==> src/rtl/fib_ctrl_if.sv <==
// Bundle of the fib_ctrl request/result handshake, the function-unit port and the
// optional per-term stream. The slave modport is the controller's side of every signal.
//
// Handshakes: start is a request sampled only while busy is low. done is a one-cycle
// strobe that qualifies result/ovf. The stream follows strict valid/ready rules:
// once out_valid rises, out_data is held stable until a cycle with out_ready=1, and
// the term transfers on that cycle's rising edge.
interface fib_ctrl_if #(
  parameter int BW = 8
);
  logic          start;
  logic [BW-1:0] n;
  logic          busy;
  logic          done;
  logic [BW-1:0] result;
  logic          ovf;
  logic [BW-1:0] opa;
  logic [BW-1:0] opb;
  logic [4:0]    fs;
  logic          rw;
  logic [BW-1:0] fout;
  logic [3:0]    psw;
  logic          out_valid;
  logic [BW-1:0] out_data;
  logic          out_ready;

  modport slave (
    input  start, n, fout, psw, out_ready,
    output busy, done, result, ovf, opa, opb, fs, rw, out_valid, out_data
  );

  modport master (
    output start, n, fout, psw, out_ready,
    input  busy, done, result, ovf, opa, opb, fs, rw, out_valid, out_data
  );
endinterface

==> src/rtl/fib_ctrl.sv <==
// Fibonacci sequencer that drives an external ALU one add at a time and uses its carry flag
// for overflow. Optional macro FIB_STREAM_EN adds a WAIT state that streams each term.
module fib_ctrl #(
  parameter int         BW     = 8,
  parameter logic [4:0] FS_ADD = 5'b00000
) (
  input  logic          clk,
  input  logic          rst,
  fib_ctrl_if.slave     bus,
  output logic [2:0]    dbg_state
);

  typedef enum logic [2:0] {
    IDLE = 3'd0,
    ADD  = 3'd1,
    CHK  = 3'd2,
    WAIT = 3'd3,
    DONE = 3'd4
  } state_t;

  state_t        state;
  logic [BW-1:0] a;
  logic [BW-1:0] b;
  logic [BW-1:0] sum;
  logic [BW-1:0] cnt;

  assign dbg_state = state;

  // Only the carry bit of the status word matters here.
  logic unused_psw;
  assign unused_psw = ^{bus.psw[3:2], bus.psw[0]};

`ifndef FIB_STREAM_EN
  logic unused_ready;
  assign unused_ready  = bus.out_ready;
  assign bus.out_valid = 1'b0;
  assign bus.out_data  = '0;
`endif

  always_ff @(posedge clk or posedge rst) begin
    if (rst) begin
      state      <= IDLE;
      a          <= '0;
      b          <= '0;
      sum        <= '0;
      cnt        <= '0;
      bus.busy   <= 1'b0;
      bus.done   <= 1'b0;
      bus.result <= '0;
      bus.ovf    <= 1'b0;
      bus.opa    <= '0;
      bus.opb    <= '0;
      bus.fs     <= '0;
      bus.rw     <= 1'b0;
`ifdef FIB_STREAM_EN
      bus.out_valid <= 1'b0;
      bus.out_data  <= '0;
`endif
    end else begin
      bus.done <= 1'b0;
      case (state)
        IDLE: begin
          if (bus.start) begin
            a        <= '0;
            b        <= BW'(1);
            cnt      <= bus.n - BW'(1);
            bus.ovf  <= 1'b0;
            bus.busy <= 1'b1;
            if (bus.n >= BW'(2)) begin
              state   <= ADD;
              bus.opa <= '0;
              bus.opb <= BW'(1);
              bus.fs  <= FS_ADD;
              bus.rw  <= 1'b1;
            end else begin
              // n==0 and n==1 finish without touching the function unit.
              state      <= DONE;
              bus.done   <= 1'b1;
              bus.result <= (bus.n == '0) ? '0 : BW'(1);
            end
          end
        end

        ADD: begin
          sum     <= bus.fout;
          bus.opa <= '0;
          bus.opb <= '0;
          bus.fs  <= '0;
          bus.rw  <= 1'b0;
          state   <= CHK;
        end

        CHK: begin
          if (bus.psw[1]) begin
            bus.ovf    <= 1'b1;
            bus.done   <= 1'b1;
            bus.result <= b;
            state      <= DONE;
          end else begin
            a   <= b;
            b   <= sum;
            cnt <= cnt - BW'(1);
`ifdef FIB_STREAM_EN
            bus.out_valid <= 1'b1;
            bus.out_data  <= sum;
            state         <= WAIT;
`else
            if (cnt == BW'(1)) begin
              bus.done   <= 1'b1;
              bus.result <= sum;
              state      <= DONE;
            end else begin
              bus.opa <= b;
              bus.opb <= sum;
              bus.fs  <= FS_ADD;
              bus.rw  <= 1'b1;
              state   <= ADD;
            end
`endif
          end
        end

`ifdef FIB_STREAM_EN
        WAIT: begin
          if (bus.out_ready) begin
            bus.out_valid <= 1'b0;
            bus.out_data  <= '0;
            if (cnt == '0) begin
              bus.done   <= 1'b1;
              bus.result <= b;
              state      <= DONE;
            end else begin
              bus.opa <= a;
              bus.opb <= b;
              bus.fs  <= FS_ADD;
              bus.rw  <= 1'b1;
              state   <= ADD;
            end
          end
        end
`endif

        DONE: begin
          bus.busy <= 1'b0;
          state    <= IDLE;
        end

        default: state <= IDLE;
      endcase
    end
  end

endmodule

==> src/flat_wrapper.sv <==
// flat-port wrapper written by rule: the top's interface ports become plain ports
module fib_ctrl_flat 
#(
  parameter int         BW     = 8,
  parameter logic [4:0] FS_ADD = 5'b00000
)
  (clk, rst, dbg_state, bus_start, bus_n, bus_fout, bus_psw, bus_out_ready, bus_busy, bus_done, bus_result, bus_ovf, bus_opa, bus_opb, bus_fs, bus_rw, bus_out_valid, bus_out_data);
  fib_ctrl_if #(.BW(BW)) bus_i ();
  input  logic clk;
  input  logic rst;
  output logic [2:0] dbg_state;
  input wire logic [$bits(bus_i.start)-1:0] bus_start;
  input wire logic [$bits(bus_i.n)-1:0] bus_n;
  input wire logic [$bits(bus_i.fout)-1:0] bus_fout;
  input wire logic [$bits(bus_i.psw)-1:0] bus_psw;
  input wire logic [$bits(bus_i.out_ready)-1:0] bus_out_ready;
  output wire logic [$bits(bus_i.busy)-1:0] bus_busy;
  output wire logic [$bits(bus_i.done)-1:0] bus_done;
  output wire logic [$bits(bus_i.result)-1:0] bus_result;
  output wire logic [$bits(bus_i.ovf)-1:0] bus_ovf;
  output wire logic [$bits(bus_i.opa)-1:0] bus_opa;
  output wire logic [$bits(bus_i.opb)-1:0] bus_opb;
  output wire logic [$bits(bus_i.fs)-1:0] bus_fs;
  output wire logic [$bits(bus_i.rw)-1:0] bus_rw;
  output wire logic [$bits(bus_i.out_valid)-1:0] bus_out_valid;
  output wire logic [$bits(bus_i.out_data)-1:0] bus_out_data;
  assign bus_i.start = bus_start;
  assign bus_i.n = bus_n;
  assign bus_i.fout = bus_fout;
  assign bus_i.psw = bus_psw;
  assign bus_i.out_ready = bus_out_ready;
  assign bus_busy = bus_i.busy;
  assign bus_done = bus_i.done;
  assign bus_result = bus_i.result;
  assign bus_ovf = bus_i.ovf;
  assign bus_opa = bus_i.opa;
  assign bus_opb = bus_i.opb;
  assign bus_fs = bus_i.fs;
  assign bus_rw = bus_i.rw;
  assign bus_out_valid = bus_i.out_valid;
  assign bus_out_data = bus_i.out_data;
  fib_ctrl #(.BW(BW), .FS_ADD(FS_ADD)) u_core (.clk(clk), .rst(rst), .bus(bus_i), .dbg_state(dbg_state));
endmodule
==> config.mk <==
export PLATFORM = sky130hd
export DESIGN_NAME = fib_ctrl_flat
export DESIGN_NICKNAME = d
export VERILOG_FILES = /design/src/rtl/fib_ctrl_if.sv /design/src/rtl/fib_ctrl.sv /design/src/flat_wrapper.sv
export SDC_FILE = /design/constraint.sdc
export NUM_CORES = 1
export LEC_CHECK = 0
export ABC_AREA = 1
export ABC_CLOCK_PERIOD_IN_PS = 1750
export CORE_UTILIZATION = 47
export CTS_BUF_LIST = sky130_fd_sc_hd__clkbuf_8
export CTS_CLUSTER_DIAMETER = 100
export DETAILED_ROUTE_END_ITERATION = 10
export PLACE_DENSITY = 0.82
export SKIP_LAST_GASP = 1
export SYNTH_ARGS = -nofsm -noshare
export SYNTH_HDL_FRONTEND = slang
export SYNTH_SLANG_ARGS = --single-unit
==> constraint.sdc <==
create_clock -name clk -period 1.75 [get_ports clk]
set_input_delay 0.35 -clock clk [delete_from_list [all_inputs] [get_ports clk]]
set_output_delay 0.35 -clock clk [all_outputs]
set_load 0.05 [all_outputs]
==> results.sh, run 1 <==
export IMPL_status="completed"
export IMPL_clock_sinks=55
export IMPL_cts_root_buffer="clkbuf_8"
export IMPL_ant_nets=0
export IMPL_maxCapViolCount=0
export IMPL_drive_above_1_share_pct=18.4
export IMPL_dpl_cell_area_mm2=0.00358
export IMPL_grt_overflow_total=0
export IMPL_synth_compound_area_share_pct=7.45
export IMPL_n_antenna_cell=0
export IMPL_ctsResizeCount=0
export IMPL_ys_seq_area_share_pct=46.8
export IMPL_cpLargestDelayFamily="simple AND/OR/NAND/NOR gates"
export IMPL_grt_pass1_vias=2328
export IMPL_ys_types=28
export IMPL_cpMaxStageDelayCell="dfrtp_1"
export IMPL_clock_fmax_mhz=620
export IMPL_power_density_mw_per_mm2=1710
export IMPL_yosys_top_cells_area="dfrtp_1, nand2_1, inv_1"
export IMPL_post_cts_buffers=0
export IMPL_cts_tree="done"
export IMPL_design_area_mm2=0.00368
export IMPL_ios=69
export IMPL_crit_buf_inv=1
export IMPL_nets=484
export IMPL_fin_ws_ps=137
export IMPL_ys_seq_elements=55
export IMPL_grt_start_max_net_pins=56
export IMPL_drcViolationCount=0
export IMPL_synth_area_mm2=0.00294
export IMPL_wl_um=6730
export IMPL_dr_first_iter_drc_count=237
export IMPL_async_flop_share_pct=100
export IMPL_synth_top_family_by_area="simple AND/OR/NAND/NOR gates"
export IMPL_yosys_top_cells_count="nand2_1, dfrtp_1, inv_1, nor2_1"
export IMPL_viasPerCell=5.02
export IMPL_numCtsBuffers=5
export IMPL_worst_path_largest_cell_delay_ps=440
export IMPL_clk_latency_ps=320
export IMPL_cp_end_kind="flop"
export IMPL_hold_class="input port to async pin"
export IMPL_portBuffers=50
export IMPL_path_clk_slew_ps=110
export IMPL_worst_setup_path_type="flop to flop"
export IMPL_die_area_mm2=0.00657
export IMPL_synth_xor_area_share_pct=0
export IMPL_fp_dieH_um=81.1
export IMPL_pre_cts_slack_ps=-242
export IMPL_p_leak_nw=1.95
export IMPL_period_needed_ps=1610
export IMPL_ir_drop_uv=1140
export IMPL_num_rows=28
export IMPL_synth_largest_area_cell="dfrtp_1"
export IMPL_crit_path_max_fanout=17
export IMPL_first_pass_iters=5
export IMPL_worst_ep_arrival_time_ps=1880
export IMPL_synthSimpleGateAreaFrac_pct=32.1
export IMPL_worst_ep_required_time_ps=2020
export IMPL_synth_top_flop_cell="dfrtp_1"
export IMPL_grt_util_all_layers_pct=22.3
export IMPL_gp_congestion=0.812
export IMPL_postSynthAreaPerCell_um2=7.67
export IMPL_rsz0062_at_grt="no"
export IMPL_coreArea_mm2=0.00599
export IMPL_grt_first_pass_wirelength_um=11100
export IMPL_vias=2666
export IMPL_r2r_slack_ps=140
export IMPL_synth_cells=383
export IMPL_yosysWarnings=0
export IMPL_clk_path_buf_depth=2
export IMPL_crit_top_cell="nor2_1"
export IMPL_area_growth_pct=25.1
export IMPL_htree_levels=2
export IMPL_initial_utilization_pct=49.0
export IMPL_finalSetupViolCount=0
export IMPL_wl_per_cell_um=12.7
export IMPL_place_hpwl_um=4900
export IMPL_die_w_um=81.1
export IMPL_synthDominantCellAreaShare_pct=46.8
export IMPL_cp_start_kind="flop"
export IMPL_post_synth_top_count_cell="nand2_1"
export IMPL_antenna_found_initial=0
export IMPL_muxShareOfSynthArea_pct=0
export IMPL_worstPathCellList="nor2_1, nand2_2, buf_4, nor2_1, nor2_1, a21oi_1, nand2_1, nand2_1"
export IMPL_slew_violations=0
export IMPL_hold_buffers=0
export IMPL_yosys_area_share_adder_pct=2.13
export IMPL_hold_viol=0
export IMPL_synth_enable_flop_cells=0
export IMPL_finClkSkew_ps=13.4
export IMPL_timing_final_crit_share_pct=92.2
[cell type report]
cell class                 count  area [µm²]
multi-input combinational    273        1280
clock inverter                 3        22.5
clock buffer                   5        68.8
timing repair buffer          79         678
sequential                    55        1380
inverter                      41         154
fill                         518        2310
tap                           75        93.8
[tightest hold or removal path, delay by kind of cell]
family,cells,cell delay [ps]
buf+inv,3,760
[report_power, final]
| part | switching [mW] | leakage (nW) | internal (mW) |
|---|---|---|---|
| registers | 0.308 | 0.720 | 1.77 |
| clock network | 0.447 | 0.0485 | 0.288 |
| logic | 2.41 | 1.18 | 1.06 |
[kinds of logic after synthesis]
family	after synthesis
DFF	55
and+or+nand+nor	212
other	1
AOI/OAI and AO/OA	42
adders and majority gates	5
buffers and inverters	68
[per-stage QoR]
step | instances | setup TNS, ps | util [%] | power, mW | hold WS, ps
floorplan | 396 | 0 | - | 4.57 | 464
global placement | 523 | -5740 | 59.8 | 5.47 | 456
detailed placement | 523 | -6500 | 59.8 | 5.55 | 459
CTS | 531 | 0 | 61.3 | 6.30 | 394
global route | 531 | 0 | 61.4 | 6.74 | 397
finish | 531 | 0 | 61.4 | 6.29 | 382
[layer usage]
metal / wire length (µm) / vias up / global-route usage [%]
met5: 0 / - / 0
met4: 102 / 0 / 7.32
met3: 421 / 8 / 3.48
met2: 3020 / 96 / 32.1
met1: 3190 / 1230 / 34.0
li1: - / 1332 / -
[final timing paths]
path / cells after the start / startpoint / to
max: 8 / u_core.dbg_state[2] / u_core.bus.result[3]
min: 3 / rst / u_core.bus.opb[5]
max reg2reg: 8 / u_core.dbg_state[2] / u_core.bus.result[3]
min reg2reg: 2 / u_core.bus.ovf / u_core.bus.ovf
max in group asynchronous: 3 / rst / u_core.cnt[0]
min in group clk: 2 / u_core.bus.ovf / u_core.bus.ovf
[state kept, by name, indices dropped and copies added, names as in the netlist]
signal	flops
u_core.b	8
u_core.bus.opa	8
u_core.bus.opb	8
u_core.bus.result	8
u_core.cnt	8
u_core.sum	8
u_core.dbg_state	3
u_core.bus.busy	1
u_core.bus.done	1
u_core.bus.ovf	1
u_core.bus.rw	1
[layout by cell type (no fill, tap or decap)]
master / instances
clkbuf_8: 5
inv_6: 1
nand4_1: 19
nor2_1: 38
clkinv_2: 1
o311ai_0: 1
nor3_4: 1
nor3_1: 1
inv_1: 39
clkdlybuf4s50_1: 19
nand3_2: 1
o21ai_1: 2
nand3b_1: 1
conb_1: 14
nand2_2: 4
or2_2: 1
nand2_1: 115
nand3_1: 24
o211ai_1: 2
dfrtp_1: 55
o21ai_0: 24
nor2_2: 4
clkinv_4: 1
a21oi_1: 13
buf_12: 3
nand2_4: 1
nor2_4: 1
inv_2: 2
ha_1: 5
nand3_4: 1
buf_4: 57
Note: power is estimated with default switching activity, not from simulation.
==> run 2: changes to the inputs <==
--- a/config.mk
+++ b/config.mk
@@ -12,6 +12,7 @@
 export CTS_CLUSTER_DIAMETER = 100
 export DETAILED_ROUTE_END_ITERATION = 10
 export PLACE_DENSITY = 0.82
+export SETUP_SLACK_MARGIN = 0.1
 export SKIP_LAST_GASP = 1
 export SYNTH_ARGS = -nofsm -noshare
 export SYNTH_HDL_FRONTEND = slang
==> results.sh, run 2 (synthesis gave the netlist of run 1 again) <==
export IMPL_wl_um=6730
export IMPL_drive_above_1_share_pct=21.6
export IMPL_cp_start_kind="flop"
export IMPL_ios=69
export IMPL_antenna_found_initial=0
export IMPL_portBuffers=50
export IMPL_vias=2723
export IMPL_clock_fmax_mhz=645
export IMPL_nets=492
export IMPL_grt_first_pass_wirelength_um=11000
export IMPL_power_total_mw=6.37
export IMPL_clk_latency_ps=320
export IMPL_final_cell_mix="nand2_1, buf_4, dfrtp_1"
export IMPL_status="completed"
export IMPL_rsz0062_at_grt="yes"
export IMPL_viasPerCell=5.05
export IMPL_power_density_mw_per_mm2=1680
export IMPL_ir_drop_uv=1030
export IMPL_cts_tree="done"
export IMPL_maxCapViolCount=0
export IMPL_drcViolationCount=0
export IMPL_grt_util_all_layers_pct=22.0
export IMPL_die_w_um=81.1
export IMPL_gp_congestion=0.910
export IMPL_dr_first_iter_drc_count=213
export IMPL_htree_levels=2
export IMPL_ant_nets=0
export IMPL_period_needed_ps=1550
export IMPL_final_common_cell="nand2_1"
export IMPL_grt_overflow_total=0
export IMPL_grt_pass1_vias=2419
export IMPL_fp_dieH_um=81.1
export IMPL_cp_end_kind="flop"
export IMPL_first_pass_iters=4
export IMPL_hold_class="input port to async pin"
export IMPL_cts_root_buffer="clkbuf_8"
export IMPL_clock_sinks=55
export IMPL_hold_buffers=0
export IMPL_worst_ep_arrival_time_ps=1770
export IMPL_fin_util_pct=63.3
export IMPL_timing_final_crit_share_pct=88.5
export IMPL_place_hpwl_um=4950
export IMPL_num_rows=28
export IMPL_area_growth_pct=29.0
export IMPL_coreArea_mm2=0.00599
export IMPL_rr_worst_depth=8
export IMPL_initial_utilization_pct=49.0
export IMPL_hold_viol=0
export IMPL_crit_path_max_fanout=7
export IMPL_finalSetupViolCount=0
export IMPL_worst_ep_required_time_ps=1970
export IMPL_nFillCells=507
export IMPL_p_leak_nw=2.01
export IMPL_wl_per_cell_um=12.5
export IMPL_finClkSkew_ps=2.48
export IMPL_clk_path_buf_depth=2
export IMPL_grt_start_max_net_pins=36
export IMPL_n_antenna_cell=0
export IMPL_numCtsBuffers=5
export IMPL_die_area_mm2=0.00657
export IMPL_slew_violations=0
export IMPL_path_clk_slew_ps=100
export IMPL_worst_setup_path_type="flop to flop"
-- run 2: repair_timing --
item,CTS,global route
cloned,0,2
buffers inserted,0,2
setup endpoints to repair,14,30
resized for setup,1,14
hold endpoints to repair,0,0
pin swaps,0,4
-- run 2: path summary, 6_finish.rpt --
| kind | startpoint | slack (ps) | end |
|---|---|---|---|
| min in group clk | u_core.bus.opb[4] | 480 | u_core.bus.opb[4] |
| max reg2reg | u_core.dbg_state[2] | 200 | u_core.cnt[5] |
| min reg2reg | u_core.bus.opb[4] | 480 | u_core.bus.opb[4] |
| min | rst | 420 | u_core.b[7] |
| max in group asynchronous | rst | 1100 | u_core.bus.rw |
| max | u_core.dbg_state[2] | 200 | u_core.cnt[5] |
-- run 2: power by group --
group          internal [mW]  leakage [nW]  switching, mW
combinational           1.11          1.25           2.47
sequential              1.78         0.715          0.294
clock                  0.282        0.0460          0.425
total                   3.17          2.01           3.19
-- run 2: per-stage QoR --
step	setup TNS [ps]	cells	instance area, µm²	hold WS [ps]	setup slack [ps]
after floorplan	0	396	2990	424	180
after global placement	-5930	527	3600	458	-243
after detailed placement	-6840	527	3600	461	-289
after CTS	0	535	3700	429	118
after global routing	0	539	3790	430	88.1
final	0	539	3790	422	200
-- run 2: critical path: stages, from the launching register on --
cell and delay (ps):
dfrtp_2 450, nor2_1 150, nand2_2 150, clkinvlp_4 170, nand2_1 110, nand2_1 210
nor2_1 90, nand2_1 70, nand2_1 50
-- run 2: layout make-up --
cell class / count / area [µm²] / area share [%]
timing repair buffer: 86 / 748 / 19.7
tap: 75 / 93.8 / 2.48
sequential: 55 / 1380 / 36.4
clock buffer: 5 / 68.8 / 1.82
multi-input combinational: 274 / 1320 / 34.8
inverter: 41 / 161 / 4.26
clock inverter: 3 / 20.0 / 0.528
-- run 2: metal layers --
metal / GRT usage, % / share of wire [%]
met1: 32.3 / 47
met5: 0 / 0
met2: 33.6 / 45
met3: 3.71 / 7.5
met4: 5.54 / 0.95
==> RTL change, RTL diff (config.mk and constraints of run 2) <==
Add a define of `FIB_STREAM_EN`.
--- a/src/rtl/fib_ctrl.sv
+++ b/src/rtl/fib_ctrl.sv
@@ -1,5 +1,7 @@
 // Fibonacci sequencer that drives an external ALU one add at a time and uses its carry flag
 // for overflow. Optional macro FIB_STREAM_EN adds a WAIT state that streams each term.
+`define FIB_STREAM_EN
+
 module fib_ctrl #(
   parameter int         BW     = 8,
   parameter logic [4:0] FS_ADD = 5'b00000
Check against the original RTL: not equivalent (a bounded check fails within 4 cycles, from zero or initial values and one cycle with rst high).
==> RTL change against run 2 <==
Worst setup slack worse by 0.16 ns; critical path type unchanged; total power up 45%; clock power is 95% higher; routed wire length rose by 30%; die area is 12% higher; design area rose by 23%; synthesized area grew 13%; highest routed layer unchanged; sequential cell count is 17 higher; global-route usage up 0.83 points; largest cell class unchanged.
==> RTL change: results (changes against run 2) <==
- Register fraction of the total cell area: 38.6% (+2.2 points)
- Routed wire length: 8760 um (+30%)
- Via count: 3,072 (+13%)
- Port bufs: 60 (+20%)
- Wl on met1: 3820 um (+22%)
- Maximum resistive drop on vdd: 1080 uV (+5.5%)
- Most area-consuming cells after synthesis: dfrtp_1 54%, nand2_1 11%, nand3_1 6.6%
- Setup Slack @ Placement: -0.125 ns (+0.163 ns)
- Part of the power in combinational logic: 55.8% (-0.5 points)
- Wire length of the first global-routing pass: 13,000 um (+18%)
- Share of synthesized area occupied by flip-flops and latches: 54.4% (+7.6 points)
- First-pass iteration count of the detailed router: 5 (+1)
- Launch instance of the worst register-to-register path: u_core.dbg_state[2]
- Latest clock arrival within the worst-skew pair: 0.36 ns (+0.04 ns)
- Count of multi-input gates: 252 (-8.0%)
- Routed length on met3: 517 um (+2.8%)
- Pint: 4800 uW (+51%)
- Number of global-route vias before repair: 2,777 (+15%)
- Grt met3 use: 6.64% (+2.9 points)
- Clock slew at the register clock pins of the worst setup and hold paths: 0.08 ns (-0.02 ns)
- Flop-to-flop setup slack: 0.04 ns (-0.16 ns)
- Number of buffers created by CTS: 9 (+4)
- R2r worst-path depth: 10 (+2)
- Power density of the placed cells: 1970 nW/um2 (+17%)
- Status: finished clean
- Growth of design area from synthesis to finish: 41.1%
- DPL Wire Length: 5350 um (+8.2%)
- Critical Path Sink: u_core.bus.opa[2]
- Initial DRC Count: 328 (+54%)
- Net count, final: 520 (+5.7%)
==> RTL change: kinds of logic (layout without fill, tap and decap cells) <==
| logic type | after synthesis | in the layout | share of synthesized area, % |
|---|---|---|---|
| AND/OR/NAND/NOR | 188 | 190 | 25.4 |
| buffers and inverters | 73 | 176 | 9.48 |
| flip-flops | 72 | 72 | 54.4 |
| AO/OA/AOI/OAI | 55 | 55 | 9.90 |
| adder cells (fa/ha/maj) | 1 | 1 | 0.378 |
| other | 1 | 5 | 0.113 |
| multiplexers | 1 | 1 | 0.340 |
==> RTL change: metrics by stage <==
stage	setup TNS (ns)	instances	hold WS, ns
floorplan	0	395	0.449
global placement	-2.96	567	0.454
detailed placement	-2.91	567	0.460
CTS	0	589	0.458
global route	-0.748	596	0.487
finish	0	596	0.439
==> RTL change: what timing repair did <==
item,4_1_cts,5_1_grt
endpoints found under the setup margin,19,58
setup buffers,6,6
cloned,0,2
pin swaps,1,12
gates resized for setup,5,52
